**config.mk**
```make
export PLATFORM = sky130hd
export DESIGN_NAME = stk_op_sequencer
export DESIGN_NICKNAME = d
export VERILOG_FILES = /design/src/rtl/stk_op_sequencer.sv
export SDC_FILE = /design/constraint.sdc
export NUM_CORES = 1
export LEC_CHECK = 0
export ABC_CLOCK_PERIOD_IN_PS = 1850
export CAP_MARGIN = 20
export CORE_MARGIN = 3
export CORE_UTILIZATION = 41
export CTS_BUF_LIST = sky130_fd_sc_hd__clkbuf_8
export CTS_CLUSTER_DIAMETER = 60
export CTS_CLUSTER_SIZE = 24
export DETAILED_ROUTE_END_ITERATION = 16
export GPL_TIMING_DRIVEN = 0
export PLACE_DENSITY_LB_ADDON = 0.08
export SLEW_MARGIN = 30
export SYNTH_ARGS = -nofsm -noshare
export SYNTH_HDL_FRONTEND = slang
export SYNTH_SLANG_ARGS = --single-unit
```
**constraint.sdc**
```tcl
create_clock -name clk -period 1.85 [get_ports clk]
set_input_delay 0.555 -clock clk [delete_from_list [all_inputs] [get_ports clk]]
set_output_delay 0.555 -clock clk [all_outputs]
set_load 0.02 [all_outputs]
```
**src/rtl/stk_op_sequencer.sv**
```systemverilog
// Instruction sequencer and stack-port arbiter for the stack-machine datapath.
// Optional ALU watchdog enabled by defining SEQ_TIMEOUT_EN.
module stk_op_sequencer #(
   parameter int DATA_LEN  = 8,
   parameter int STK_DEPTH = 8,
   parameter int DEPTH_W   = 4,
   parameter int TIMEOUT   = 32
) (
   input  logic                clk,
   input  logic                rstn,
   input  logic                instr_valid,
   output logic                instr_ready,
   input  logic [1:0]          instr_op,
   input  logic [DATA_LEN-1:0] instr_imm,
   output logic [3:0]          alu_ctrl,
   input  logic                alu_push,
   input  logic                alu_pop,
   input  logic [DATA_LEN-1:0] alu_data,
   output logic                stk_push,
   output logic                stk_pop,
   output logic [DATA_LEN-1:0] stk_data_in,
   output logic [DEPTH_W-1:0]  depth,
   output logic                err,
   output logic [1:0]          err_code,
   input  logic                err_clr
);

   typedef enum logic [1:0] {
      IDLE     = 2'b00,
      ALU_WAIT = 2'b01,
      ERR      = 2'b10
   } state_t;

   localparam logic [1:0] OP_PUSH = 2'b01;
   localparam logic [1:0] OP_ADD  = 2'b10;
   localparam logic [1:0] OP_SUB  = 2'b11;

   localparam logic [1:0] CODE_NONE  = 2'b00;
   localparam logic [1:0] CODE_OVF   = 2'b01;
   localparam logic [1:0] CODE_UNF   = 2'b10;
   localparam logic [1:0] CODE_TMO   = 2'b11;

   localparam logic [DEPTH_W-1:0] FULL    = DEPTH_W'(STK_DEPTH);
   localparam logic [DEPTH_W-1:0] MIN_OPS = DEPTH_W'(2);

   state_t              state;
   logic                push_r;
   logic [DATA_LEN-1:0] data_r;
   logic                alu_push_v;
   logic                alu_pop_v;

`ifdef SEQ_TIMEOUT_EN
   localparam int CNT_W = $clog2(TIMEOUT + 1);
   localparam logic [CNT_W-1:0] CNT_LAST = CNT_W'(TIMEOUT - 1);
   logic [CNT_W-1:0] tmo_cnt;
`endif

   // Undriven or unknown ALU request lines must read as inactive.
   assign alu_push_v = (alu_push === 1'b1);
   assign alu_pop_v  = (alu_pop === 1'b1);

   function automatic logic [DEPTH_W-1:0] sat_depth(input logic [DEPTH_W-1:0] d,
                                                    input logic pop, input logic push);
      logic [DEPTH_W-1:0] t;
      t = d;
      if (pop && (t != '0))
         t = t - 1'b1;
      if (push && (t < FULL))
         t = t + 1'b1;
      return t;
   endfunction

   assign instr_ready = (state == IDLE) && !push_r;
   assign err         = (state == ERR);

   always_comb begin
      stk_push    = push_r;
      stk_pop     = 1'b0;
      stk_data_in = data_r;
      if (state == ALU_WAIT) begin
         stk_push    = alu_push_v;
         stk_pop     = alu_pop_v;
         stk_data_in = alu_data;
      end
   end

   always_ff @(posedge clk or negedge rstn) begin
      if (!rstn) begin
         state    <= IDLE;
         push_r   <= 1'b0;
         data_r   <= '0;
         alu_ctrl <= 4'b0000;
         depth    <= '0;
         err_code <= CODE_NONE;
`ifdef SEQ_TIMEOUT_EN
         tmo_cnt  <= '0;
`endif
      end else begin
         push_r   <= 1'b0;
         alu_ctrl <= 4'b0000;
         case (state)
            IDLE: begin
               if (instr_valid && instr_ready) begin
                  case (instr_op)
                     OP_PUSH: begin
                        if (depth == FULL) begin
                           state    <= ERR;
                           err_code <= CODE_OVF;
                        end else begin
                           push_r <= 1'b1;
                           data_r <= instr_imm;
                           depth  <= depth + 1'b1;
                        end
                     end
                     OP_ADD, OP_SUB: begin
                        if (depth < MIN_OPS) begin
                           state    <= ERR;
                           err_code <= CODE_UNF;
                        end else begin
                           // bit0 selects add, bits 2:1 are the start strobe
                           alu_ctrl <= {1'b0, 2'b11, (instr_op == OP_ADD)};
                           state    <= ALU_WAIT;
`ifdef SEQ_TIMEOUT_EN
                           tmo_cnt  <= '0;
`endif
                        end
                     end
                     default: ;
                  endcase
               end
            end
            ALU_WAIT: begin
               depth <= sat_depth(depth, alu_pop_v, alu_push_v);
               if (alu_push_v) begin
                  state <= IDLE;
               end
`ifdef SEQ_TIMEOUT_EN
               else if (tmo_cnt == CNT_LAST) begin
                  state    <= ERR;
                  err_code <= CODE_TMO;
               end else begin
                  tmo_cnt <= tmo_cnt + 1'b1;
               end
`endif
            end
            ERR: begin
               if (err_clr) begin
                  state    <= IDLE;
                  err_code <= CODE_NONE;
               end
            end
            default: state <= IDLE;
         endcase
      end
   end

endmodule

```
==> run summary <==
slowest CP cell -> clkdlybuf4s15_1
register area -> 480 µm²
Total GRT Usage -> 21.3%
vias in the first global route -> 1184
P_leak -> 1.01 nW
Post-synth EDFFs -> 0
cell count after placement -> 188
skew final -> 3.11 ps
drt wl/cell -> 17.8 µm
WS Path Type -> input pin to register
residual DRC count -> 0
MaxCap Viol Count -> 0
initial drt markers -> 37
syn avg cell area -> 10.5 µm²
clock sink count -> 19
Syn-to-layout area delta -> 73.8%
CP Capture Type -> register
failing checks -> negative setup slack
Final GP Congestion -> 0.863
first-pass GRT wire length -> 5.62 mm
fill count -> 168
WL final -> 3.87 mm
Netlist cell types -> 29
power density cells -> 1710 mW/mm²
syn nets -> 142
DP Wirelength -> 2.11 mm
Initial Util -> 45.5%
CTS Buf Count -> 3
flop-to-flop setup slack -> -180 ps
final hold vios -> 0
die height -> 60.1 µm
H-tree depth -> 1
Async SR Flop Fraction -> 100%
smallest hold slack -> 230 ps
met3 Use GR -> 4.54%
Via density -> 5.48
final setup margin -> -189 ps
Worst EP arrival -> 2220 ps
final slew viol count -> 0
IO Pins -> 46
Post-Syn Instances -> 114
first drt pass iteration count -> 4
Min Clock Period, post-route -> 2040 ps
die width -> 60.1 µm
die area -> 0.00361 mm²
clock latency on the worst-skew pair -> 260 ps
slowest stage delay, CP -> 250 ps
TNS Setup -> -1380 ps
status -> finished, violations left
GRT overflow -> 0
PortBufs -> 44
largest net degree at the start of global routing -> 20
Inserted Diodes -> 0
nets@finish -> 216
GR peak layer -> met2
initial antenna violation count -> 0
Synthesis Warnings -> 0
Setup crit start kind -> input pin
RSZ-0062 raised after global routing -> yes
Synth Cell Area -> 0.00120 mm²
DR vias -> 1189
Bufs on Longest Clock Path -> 2
# setup viols final -> 13
area of the multi-input gates -> 790 µm²
met1 GRT Util -> 25.7%
final non-filler cell total -> 217
Data required, critical path -> 2030 ps
worst-path maximum fanout -> 4
Worst-path clk slew -> 80 ps
register bit total from synthesis -> 19
M2 GR Usage -> 35.8%
Max rail drop VDD -> 1.36 mV
# rows -> 18
commonest register cell after synthesis -> dfrtp_1
period utilisation layout -> 110%
Buf/Inv on CP -> 2
delay-heaviest family, CP -> multiplexers
f_max -> 0.491 GHz
Hold Crit Class -> input pin to asynchronous set/reset pin
CTS tree -> yes
CP Cell Sequence -> clkdlybuf4s15_1 > inv_2 > a21o_4 > mux2i_2 > ha_2 > nand3b_1 > mux2i_1 > xnor2_1 > nor2_1 > a21oi_1
CTS Root Cell -> clkbuf_8
Final ANT Viol Nets -> 0
layout cells sized above 1 -> 48.7%
post-synthesis sequential area ratio -> 39.6%
core area -> 0.00264 mm²
## cells in the final DEF, fill, tap and decap left out, types with 5 or more instances in the layout
| cell type | instances |
|---|---|
| inv_1 | 5 |
| clkdlybuf4s50_1 | 21 |
| dlygate4sd2_1 | 7 |
| buf_4 | 26 |
| buf_6 | 14 |
| mux2_2 | 9 |
| nor2_1 | 7 |
| dfrtp_1 | 15 |
| mux2_4 | 10 |
| mux2i_1 | 5 |
## power by group
part           switching, mW  leakage, nW  internal [mW]
Clock                  0.152       0.0255          0.150
Combinational           1.14        0.758           1.37
Sequential             0.146        0.227          0.604
## cell type report
| type | instances | area share [%] |
|---|---|---|
| buffer | 4 | 1.98 |
| clock buffer | 3 | 1.98 |
| clock inverter | 1 | 0.240 |
| inverter | 8 | 1.68 |
| multi-input combinational | 81 | 37.9 |
| sequential | 19 | 23.0 |
| tap | 30 | 1.80 |
| timing repair buffer | 71 | 31.4 |
## cell families after synthesis
group	after synthesis	synth area share [%]
and+or+nand+nor	32	14.6
muxes	26	23.7
DFF	19	39.6
buffers and inverters	14	5.32
AOI/OAI and AO/OA	12	7.93
xor gates and xnor gates	6	4.38
adders and majority gates	4	4.17
other	1	0.313
## state kept, by name, summed over array words and instances (netlist names)
signal,flops
data_r,8
depth,4
alu_ctrl,2
err_code,2
state,2
push_r,1
## what timing repair did
action / CTS / global route
pin swaps: 6 / 4
cloned: 0 / 0
setup buffers: 20 / 8
hold buffers: 0 / 0
resized for setup: 97 / 26
endpoints found under the setup margin: 30 / 26
## final timing paths
kind / start / endpoint / cells after the start
min reg2reg: err_code[0] / err_code[0] / 1
min: rstn / state[1] / 1
max reg2reg: depth[3] / depth[2] / 10
max: alu_pop / depth[2] / 10
max in group asynchronous: rstn / depth[0] / 1
min in group clk: err_code[0] / err_code[0] / 1
## through the flow
| stage | util (%) | power, mW | setup WS (ps) | area [µm²] |
|---|---|---|---|---|
| CTS | 75.3 | 3.25 | -288 | 1980 |
| floorplan | - | 1.84 | -96.7 | 1220 |
| global placement | 64.4 | 2.46 | -624 | 1700 |
| global route | 79.2 | 3.77 | -276 | 2090 |
| finish | 79.2 | 3.56 | -189 | 2090 |
| detailed placement | 64.4 | 2.50 | -657 | 1700 |
## synthesized netlist by cell type, types with 2 or more instances
cell type  instances  area share, %
xor2_1             2            1.5
inv_1              8            2.5
nor2b_1            4            2.1
mux2_2            19             18
dfrtp_1           19             40
o21ai_0            2           0.83
ha_1               4            4.2
buf_2              3            1.3
nand2b_1           4            2.1
xnor2_1            4            2.9
nand3b_1           2            1.3
nor2_1             9            2.8
nand2_1            3           0.94
nand4_1            2            1.0
buf_4              2            1.3
nand3_1            3            1.3
nor3_1             3            1.3
mux2i_1            7            5.8
a21oi_1            4            1.7
## per-layer routing
metal	vias up	part of all wire, %	wire length (µm)
met4	0	3.5	137
met2	47	51	1960
met5	-	0	0
met3	15	5.9	230
li1	536	-	-
met1	591	40	1550
No activity file was read; power rests on OpenSTA's default activity.
